===== config.mk =====
export PLATFORM = sky130hd
export DESIGN_NAME = mesh_l2_arbiter_flat
export DESIGN_NICKNAME = d
export VERILOG_FILES = /design/src/rtl/mesh_l2_arbiter_if.sv /design/src/rtl/mesh_l2_arbiter.sv /design/src/flat_wrapper.sv
export SDC_FILE = /design/constraint.sdc
export NUM_CORES = 1
export LEC_CHECK = 0
export CAP_MARGIN = 20
export CORE_AREA = 5 5 157 159
export DETAILED_ROUTE_END_ITERATION = 7
export DIE_AREA = 0 0 162 164
export GPL_TIMING_DRIVEN = 0
export PLACE_DENSITY = 0.6
export SLEW_MARGIN = 20
export SYNTH_ARGS = -nofsm -noshare
export SYNTH_HDL_FRONTEND = slang
export SYNTH_SLANG_ARGS = --single-unit

===== constraint.sdc =====
create_clock -name clk_i -period 11.3 [get_ports clk_i]
set_input_delay 3.39 -clock clk_i [delete_from_list [all_inputs] [get_ports clk_i]]
set_output_delay 3.39 -clock clk_i [all_outputs]
set_load 0.02 [all_outputs]

===== src/rtl/mesh_l2_arbiter_if.sv =====
// mesh_l2_arbiter_if
// Bundles the tile request/response buses and the shared L2 port of the
// mesh L2 arbiter.
//   slave  : arbiter side (tile requests and L2 responses in; L2 beats and routed responses out)
//   master : environment side (drives tiles and the L2 model)
// Optional: MESH_L2_ARB_PERF_EN adds stall_cnt_o (N_REQ x 32 per-tile stall counters).
interface mesh_l2_arbiter_if #(
   parameter int N_REQ  = 4,
   parameter int ADDR_W = 32,
   parameter int DATA_W = 32
);
   logic [N_REQ-1:0]             req_valid_i;
   logic [N_REQ-1:0]             req_ready_o;
   logic [N_REQ-1:0][ADDR_W-1:0] req_addr_i;
   logic [N_REQ-1:0]             req_we_i;
   logic [N_REQ-1:0][DATA_W-1:0] req_wdata_i;
   logic [N_REQ-1:0]             req_last_i;
   logic                         l2_valid_o;
   logic                         l2_ready_i;
   logic [ADDR_W-1:0]            l2_addr_o;
   logic                         l2_we_o;
   logic [DATA_W-1:0]            l2_wdata_o;
   logic                         l2_rsp_valid_i;
   logic [DATA_W-1:0]            l2_rsp_rdata_i;
   logic [N_REQ-1:0]             rsp_valid_o;
   logic [DATA_W-1:0]            rsp_rdata_o;
   logic                         rsp_err_o;
`ifdef MESH_L2_ARB_PERF_EN
   logic [N_REQ-1:0][31:0]       stall_cnt_o;
`endif

   modport slave (
      input  req_valid_i, req_addr_i, req_we_i, req_wdata_i, req_last_i,
      input  l2_ready_i, l2_rsp_valid_i, l2_rsp_rdata_i,
      output req_ready_o, l2_valid_o, l2_addr_o, l2_we_o, l2_wdata_o,
      output rsp_valid_o, rsp_rdata_o, rsp_err_o
`ifdef MESH_L2_ARB_PERF_EN
      , output stall_cnt_o
`endif
   );

   modport master (
      output req_valid_i, req_addr_i, req_we_i, req_wdata_i, req_last_i,
      output l2_ready_i, l2_rsp_valid_i, l2_rsp_rdata_i,
      input  req_ready_o, l2_valid_o, l2_addr_o, l2_we_o, l2_wdata_o,
      input  rsp_valid_o, rsp_rdata_o, rsp_err_o
`ifdef MESH_L2_ARB_PERF_EN
      , input stall_cnt_o
`endif
   );
endinterface


===== src/rtl/mesh_l2_arbiter.sv =====
// mesh_l2_arbiter
// Round-robin arbiter of N_REQ tiles onto one L2 port. Bursts lock the
// grant to their owner until the last beat. The request path is purely
// combinational. Every accepted beat pushes its tile index into an in-order
// FIFO so that L2 responses can be routed back one-hot.
// Ports:
//   clk_i  : clock
//   rst_i  : asynchronous active-high reset
//   bus    : mesh_l2_arbiter_if.slave (tile requests, L2 port, routed responses)
// Optional: MESH_L2_ARB_PERF_EN adds per-tile saturating stall counters
//           (cycles with valid high and ready low) on bus.stall_cnt_o.
module mesh_l2_arbiter #(
   parameter int N_REQ     = 4,
   parameter int ADDR_W    = 32,
   parameter int DATA_W    = 32,
   parameter int MAX_OUTST = 4
) (
   input  logic              clk_i,
   input  logic              rst_i,
   mesh_l2_arbiter_if.slave  bus
);
   localparam int IDX_W = (N_REQ > 1) ? $clog2(N_REQ) : 1;
   localparam int PTR_W = (MAX_OUTST > 1) ? $clog2(MAX_OUTST) : 1;
   localparam int CNT_W = $clog2(MAX_OUTST + 1);

   typedef enum logic {S_IDLE, S_LOCKED} state_t;

   state_t           r_state, w_state_nxt;
   logic [IDX_W-1:0] r_rr_ptr, w_rr_nxt;
   logic [IDX_W-1:0] r_owner, w_owner_nxt;

   logic [IDX_W-1:0] r_fifo [MAX_OUTST];
   logic [PTR_W-1:0] r_wr_ptr, r_rd_ptr;
   logic [CNT_W-1:0] r_count;
   logic             r_err;

   logic [IDX_W-1:0] w_scan_idx, w_rr_idx, w_gnt, w_gnt_inc;
   logic             w_rr_any, w_gnt_any, w_gnt_vld;
   logic             w_full, w_empty, w_acc, w_pop;

   assign w_full  = (r_count == CNT_W'(MAX_OUTST));
   assign w_empty = (r_count == '0);

   // First valid tile at or after rr_ptr: scan downward so the smallest
   // offset is the last (winning) assignment.
   always_comb begin
      w_rr_any   = 1'b0;
      w_rr_idx   = r_rr_ptr;
      w_scan_idx = '0;
      for (int i = N_REQ - 1; i >= 0; i--) begin
         w_scan_idx = IDX_W'((int'(r_rr_ptr) + i) % N_REQ);
         if (bus.req_valid_i[w_scan_idx]) begin
            w_rr_any = 1'b1;
            w_rr_idx = w_scan_idx;
         end
      end
   end

   // While locked the owner stays the grantee even with its valid low, so
   // other tiles cannot slip into the middle of a burst.
   always_comb begin
      if (r_state == S_LOCKED) begin
         w_gnt     = r_owner;
         w_gnt_any = 1'b1;
         w_gnt_vld = bus.req_valid_i[r_owner];
      end else begin
         w_gnt     = w_rr_idx;
         w_gnt_any = w_rr_any;
         w_gnt_vld = w_rr_any;
      end
   end

   assign w_gnt_inc      = (w_gnt == IDX_W'(N_REQ - 1)) ? '0 : w_gnt + 1'b1;
   assign bus.l2_valid_o = w_gnt_vld & ~w_full & ~rst_i;
   assign bus.l2_addr_o  = bus.req_addr_i[w_gnt];
   assign bus.l2_we_o    = bus.req_we_i[w_gnt];
   assign bus.l2_wdata_o = bus.req_wdata_i[w_gnt];
   assign w_acc          = bus.l2_valid_o & bus.l2_ready_i;

   always_comb begin
      bus.req_ready_o = '0;
      if (w_gnt_any && !rst_i)
         bus.req_ready_o[w_gnt] = bus.l2_ready_i & ~w_full;
   end

   // FSM
   always_ff @(posedge clk_i or posedge rst_i) begin
      if (rst_i) begin
         r_state  <= S_IDLE;
         r_rr_ptr <= '0;
         r_owner  <= '0;
      end else begin
         r_state  <= w_state_nxt;
         r_rr_ptr <= w_rr_nxt;
         r_owner  <= w_owner_nxt;
      end
   end

   always_comb begin
      w_state_nxt = r_state;
      w_rr_nxt    = r_rr_ptr;
      w_owner_nxt = r_owner;
      case (r_state)
         S_IDLE: begin
            if (w_acc) begin
               if (bus.req_last_i[w_gnt]) begin
                  w_rr_nxt = w_gnt_inc;
               end else begin
                  w_owner_nxt = w_gnt;
                  w_state_nxt = S_LOCKED;
               end
            end
         end
         S_LOCKED: begin
            if (w_acc && bus.req_last_i[w_gnt]) begin
               w_rr_nxt    = w_gnt_inc;
               w_state_nxt = S_IDLE;
            end
         end
         default: w_state_nxt = S_IDLE;
      endcase
   end

   // Response routing FIFO. A push is only possible when not full because
   // l2_valid_o is already gated by w_full, even if a pop happens this cycle.
   assign w_pop = bus.l2_rsp_valid_i & ~w_empty;

   always_ff @(posedge clk_i) begin
      if (w_acc)
         r_fifo[r_wr_ptr] <= w_gnt;
   end

   always_ff @(posedge clk_i or posedge rst_i) begin
      if (rst_i) begin
         r_wr_ptr <= '0;
         r_rd_ptr <= '0;
         r_count  <= '0;
         r_err    <= 1'b0;
      end else begin
         if (w_acc)
            r_wr_ptr <= (r_wr_ptr == PTR_W'(MAX_OUTST - 1)) ? '0 : r_wr_ptr + 1'b1;
         if (w_pop)
            r_rd_ptr <= (r_rd_ptr == PTR_W'(MAX_OUTST - 1)) ? '0 : r_rd_ptr + 1'b1;
         case ({w_acc, w_pop})
            2'b10:   r_count <= r_count + 1'b1;
            2'b01:   r_count <= r_count - 1'b1;
            default: r_count <= r_count;
         endcase
         if (bus.l2_rsp_valid_i && w_empty)
            r_err <= 1'b1;
      end
   end

   always_comb begin
      bus.rsp_valid_o = '0;
      if (w_pop)
         bus.rsp_valid_o[r_fifo[r_rd_ptr]] = 1'b1;
   end

   assign bus.rsp_rdata_o = bus.l2_rsp_rdata_i;
   assign bus.rsp_err_o   = r_err;

`ifdef MESH_L2_ARB_PERF_EN
   logic [N_REQ-1:0][31:0] r_stall_cnt;

   always_ff @(posedge clk_i or posedge rst_i) begin
      if (rst_i) begin
         r_stall_cnt <= '0;
      end else begin
         for (int k = 0; k < N_REQ; k++) begin
            if (bus.req_valid_i[k] && !bus.req_ready_o[k] && (r_stall_cnt[k] != 32'hFFFF_FFFF))
               r_stall_cnt[k] <= r_stall_cnt[k] + 32'd1;
         end
      end
   end

   assign bus.stall_cnt_o = r_stall_cnt;
`endif
endmodule


===== src/flat_wrapper.sv =====
// flat-port wrapper written by rule: the top's interface ports become plain ports
module mesh_l2_arbiter_flat 
#(
   parameter int N_REQ     = 4,
   parameter int ADDR_W    = 32,
   parameter int DATA_W    = 32,
   parameter int MAX_OUTST = 4
)
  (clk_i, rst_i, bus_req_valid_i, bus_req_addr_i, bus_req_we_i, bus_req_wdata_i, bus_req_last_i, bus_l2_ready_i, bus_l2_rsp_valid_i, bus_l2_rsp_rdata_i, bus_req_ready_o, bus_l2_valid_o, bus_l2_addr_o, bus_l2_we_o, bus_l2_wdata_o, bus_rsp_valid_o, bus_rsp_rdata_o, bus_rsp_err_o);
  mesh_l2_arbiter_if #(.N_REQ(N_REQ), .ADDR_W(ADDR_W), .DATA_W(DATA_W)) bus_i ();
  input  logic clk_i;
  input  logic rst_i;
  input wire logic [$bits(bus_i.req_valid_i)-1:0] bus_req_valid_i;
  input wire logic [$bits(bus_i.req_addr_i)-1:0] bus_req_addr_i;
  input wire logic [$bits(bus_i.req_we_i)-1:0] bus_req_we_i;
  input wire logic [$bits(bus_i.req_wdata_i)-1:0] bus_req_wdata_i;
  input wire logic [$bits(bus_i.req_last_i)-1:0] bus_req_last_i;
  input wire logic [$bits(bus_i.l2_ready_i)-1:0] bus_l2_ready_i;
  input wire logic [$bits(bus_i.l2_rsp_valid_i)-1:0] bus_l2_rsp_valid_i;
  input wire logic [$bits(bus_i.l2_rsp_rdata_i)-1:0] bus_l2_rsp_rdata_i;
  output wire logic [$bits(bus_i.req_ready_o)-1:0] bus_req_ready_o;
  output wire logic [$bits(bus_i.l2_valid_o)-1:0] bus_l2_valid_o;
  output wire logic [$bits(bus_i.l2_addr_o)-1:0] bus_l2_addr_o;
  output wire logic [$bits(bus_i.l2_we_o)-1:0] bus_l2_we_o;
  output wire logic [$bits(bus_i.l2_wdata_o)-1:0] bus_l2_wdata_o;
  output wire logic [$bits(bus_i.rsp_valid_o)-1:0] bus_rsp_valid_o;
  output wire logic [$bits(bus_i.rsp_rdata_o)-1:0] bus_rsp_rdata_o;
  output wire logic [$bits(bus_i.rsp_err_o)-1:0] bus_rsp_err_o;
  assign bus_i.req_valid_i = bus_req_valid_i;
  assign bus_i.req_addr_i = bus_req_addr_i;
  assign bus_i.req_we_i = bus_req_we_i;
  assign bus_i.req_wdata_i = bus_req_wdata_i;
  assign bus_i.req_last_i = bus_req_last_i;
  assign bus_i.l2_ready_i = bus_l2_ready_i;
  assign bus_i.l2_rsp_valid_i = bus_l2_rsp_valid_i;
  assign bus_i.l2_rsp_rdata_i = bus_l2_rsp_rdata_i;
  assign bus_req_ready_o = bus_i.req_ready_o;
  assign bus_l2_valid_o = bus_i.l2_valid_o;
  assign bus_l2_addr_o = bus_i.l2_addr_o;
  assign bus_l2_we_o = bus_i.l2_we_o;
  assign bus_l2_wdata_o = bus_i.l2_wdata_o;
  assign bus_rsp_valid_o = bus_i.rsp_valid_o;
  assign bus_rsp_rdata_o = bus_i.rsp_rdata_o;
  assign bus_rsp_err_o = bus_i.rsp_err_o;
  mesh_l2_arbiter #(.N_REQ(N_REQ), .ADDR_W(ADDR_W), .DATA_W(DATA_W), .MAX_OUTST(MAX_OUTST)) u_core (.clk_i(clk_i), .rst_i(rst_i), .bus(bus_i));
endmodule

==> summary.txt <==
Status: finished, final reports clean
Setup TNS: 0 ps
CTS root buf: clkbuf_16
Post-CTS setup buffer count: 0
Placer congestion estimate: 0.872
Antenna violations before repair: 1
Fin. Hold Viols: 0
Area growth, synth to finish: 119%
Die area: 0.0266 mm2
Yosys warns: 0
Clock transition at path regs: 60 ps
FF+latch area: 566 um2
# fillers: 2495
Path depth of the worst reg2reg path: 7
Cts hold-fix bufs: 0
Sequential share of the synthesized area: 0.159
Worst hold path class: reg2reg
Main synth FF type: dfrtp_1
Core area: 0.0231 mm2
Final min period: 10340 ps
CTS tree: done
Max Cap Viol: 0
Synth area leaders: nand2_1, and3_1, a31oi_1
Die X: 162 um
R2R Path Start: u_core.r_rr_ptr[1]
Cell-by-cell trace of the critical path: clkdlybuf4s50_1, o21ai_0, a211oi_2, o31ai_4, inv_2, buf_2, clkbuf_1, nand2_1, and3_1, a31oi_1, clkdlybuf4s50_1
Switch Pwr: 1.09 mW
Critical R2R Capture: u_core.r_rr_ptr[1]
CTS sink cnt: 21
Clock buffer depth: 2
GRT Residual Overflow: 0
Max-slew violations: 0
IO Pins: 411
Post-DP HPWL: 19600 um
Sequential Power Share: 0.066
Dpl cells: 1254
Clock power share: 0.037
Crit path kind: in2out
Port buffer count: 378
Max incr delay on CP: 670 ps
Multi-input gate area: 0.00251 mm2
Worst Max-Slew Pin Slew: 833 ps
Hold Crit Endpoint: u_core.bus.rsp_err_o
H-Tree Depth: 1
Nature of the critical path startpoint: input port
EDFF count, synth: 8
WL/cell: 18.4 um
R2r setup slk: 8430 ps
Max FO, Critical Path: 10
Crit path DAT: 6950 ps
Maximum vdd drop: 98.3 uV
Top cells by count, synth: nand2_1, and3_1, a31oi_1
Pwr Density: 257 mW/mm2
Post-Syn Nets: 901
FFs w/ async S/R, synth: 0.619
Most used cell, CP: clkdlybuf4s50_1
First-pass GRT wire length: 32600 um
Final wirelength: 23100 um
Worst clock skew: 2.70 ps
GRT Total Usage: 0.159
Slowest-stage cell, CP: clkbuf_1
Initial core utilization: 0.153
Pleak: 3.31 nW
Logic pwr share: 0.897
Cell with the most instances after synthesis: nand2_1
Rows: 56
Final nets: 1284
Clk Latency, worst-skew pair: 250 ps
FMAX: 0.0967 GHz
Final setup vio count: 0
Vias post-DR: 5440
Avg Synthesized Cell Area: 6.05 um2
RSZ-0062 raised after global routing: no
Number of diodes: 0
Post-Syn Area: 0.00355 mm2
Area fraction of the dominant cell type after synthesis: 0.283
Yosys top cell by area: nand2_1
Yosys cell types: 39
Layout cells sized above 1: 0.0579
Number of synthesized register bits: 21
Internal: 0.915 mW
Via density: 4.32
Non-filler cells, final: 1258
Hold Crit Depth: 1
DRT iter0 DRCs: 208
Mapped Cells: 586
CTS resizes: 0
HP Start: u_core.bus.rsp_err_o
Number of global-route vias before repair: 5487
CP Capture Type: primary output
Critical Path RT: 7910 ps
Router iterations before antenna repair: 4
Chip height: 164 um
DRC violations left: 0
Period utilisation layout: 0.915
Largest net degree at the start of global routing: 16
CTS Buf Count: 3
ANT nets after route: 0
Slew margin rel.: 0.444
Switching share of total power: 0.543
[critical path, delay by kind of cell]
| family | cells | cell delay, ps |
|---|---|---|
| buffers and inverters | 5 | 2330 |
| and+or+nand+nor | 2 | 340 |
| AOI/OAI and AO/OA | 4 | 880 |
[power by group through the flow]
| stage | registers [mW] | clock network, mW | logic [mW] |
|---|---|---|---|
| after floorplan | 0.130 | 0 | 0.961 |
| final | 0.133 | 0.0740 | 1.79 |
| after global routing | 0.138 | 0.0799 | 1.94 |
| after global placement | 0.133 | 0 | 1.82 |
| after CTS | 0.134 | 0.0758 | 1.83 |
| after detailed placement | 0.135 | 0 | 1.82 |
[stage by stage]
step                      instance area (um2)   util  hold slack [ps]  total power, mW  worst slack, ps
after global routing                     7770  0.336              488             2.16              637
after CTS                                7770  0.336              461             2.04              840
after floorplan                          3550      -              456             1.09             2850
after detailed placement                 7690  0.333              454             1.95              847
after global placement                   7690  0.333              439             1.95              909
final                                    7770  0.336              460             2.00              963
[area by class of cell]
| cell class | count | share of cell area |
|---|---|---|
| flip-flops and latches | 21 | 0.0727 |
| clock inverters | 1 | 0.000966 |
| multi-input cells | 476 | 0.323 |
| repair buffers | 378 | 0.487 |
| plain buffers | 76 | 0.0542 |
| clock buffers | 3 | 0.00966 |
| inverters | 13 | 0.00628 |
| well taps | 290 | 0.0467 |
[cell families (layout without fill, tap and decap cells)]
| logic type | Yosys count | after routing | synth area share |
|---|---|---|---|
| and+or+nand+nor | 365 | 365 | 0.452 |
| adders and majority gates | 11 | 11 | 0.0409 |
| DFF | 21 | 21 | 0.159 |
| buffers and inverters | 89 | 471 | 0.133 |
| muxes | 9 | 9 | 0.0385 |
| AOI/OAI and AO/OA | 88 | 88 | 0.169 |
| xor gates and xnor gates | 3 | 3 | 0.00741 |
[sequential cells by signal (all words and copies together) (netlist names), named ones only]
register              flops
u_core.r_rd_ptr           2
u_core.r_rr_ptr           2
u_core.r_owner            2
u_core.r_wr_ptr           2
u_core.bus.rsp_err_o      1
u_core.r_count            3
u_core.r_fifo             8
[placed cells by master, fill, tap and decap left out, drive strengths merged, types with 2 or more instances in the layout]
cell,synthesis,routed
a2111oi,2,2
a21boi,2,2
a21o,2,2
a21oi,4,4
a31oi,65,65
and2,9,9
and3,66,66
buf,45,45
clkbuf,31,34
clkdlybuf4s50,0,378
dfrtp,13,13
edfxtp,8,8
ha,10,10
inv,13,13
mux2,4,4
mux2i,2,2
mux4,3,3
nand2,267,267
nand2b,6,6
nor2,5,5
nor2b,3,3
nor3,4,4
nor3b,4,4
o21ai,7,7
xor2,2,2
[worst max-delay path by stage]
stage,start,end,depth (start not counted)
CTS,bus_req_valid_i[1],bus_l2_wdata_o[27],11
global placement,bus_req_valid_i[1],bus_l2_wdata_o[27],11
detailed placement,bus_req_valid_i[1],bus_l2_wdata_o[27],11
global route,bus_req_valid_i[0],bus_l2_wdata_o[27],11
floorplan,bus_req_valid_i[0],bus_l2_wdata_o[17],8
finish,bus_req_valid_i[1],bus_l2_wdata_o[27],11
[routing by layer]
layer  track usage  wire [um]  up-vias
met1         0.189       8970     2499
met3        0.0361       1680       16
met5             0         13        -
met4        0.0161        219        2
met2         0.300      12200      218
li1              -          -     2705
Note: power is estimated with default switching activity, not from simulation.
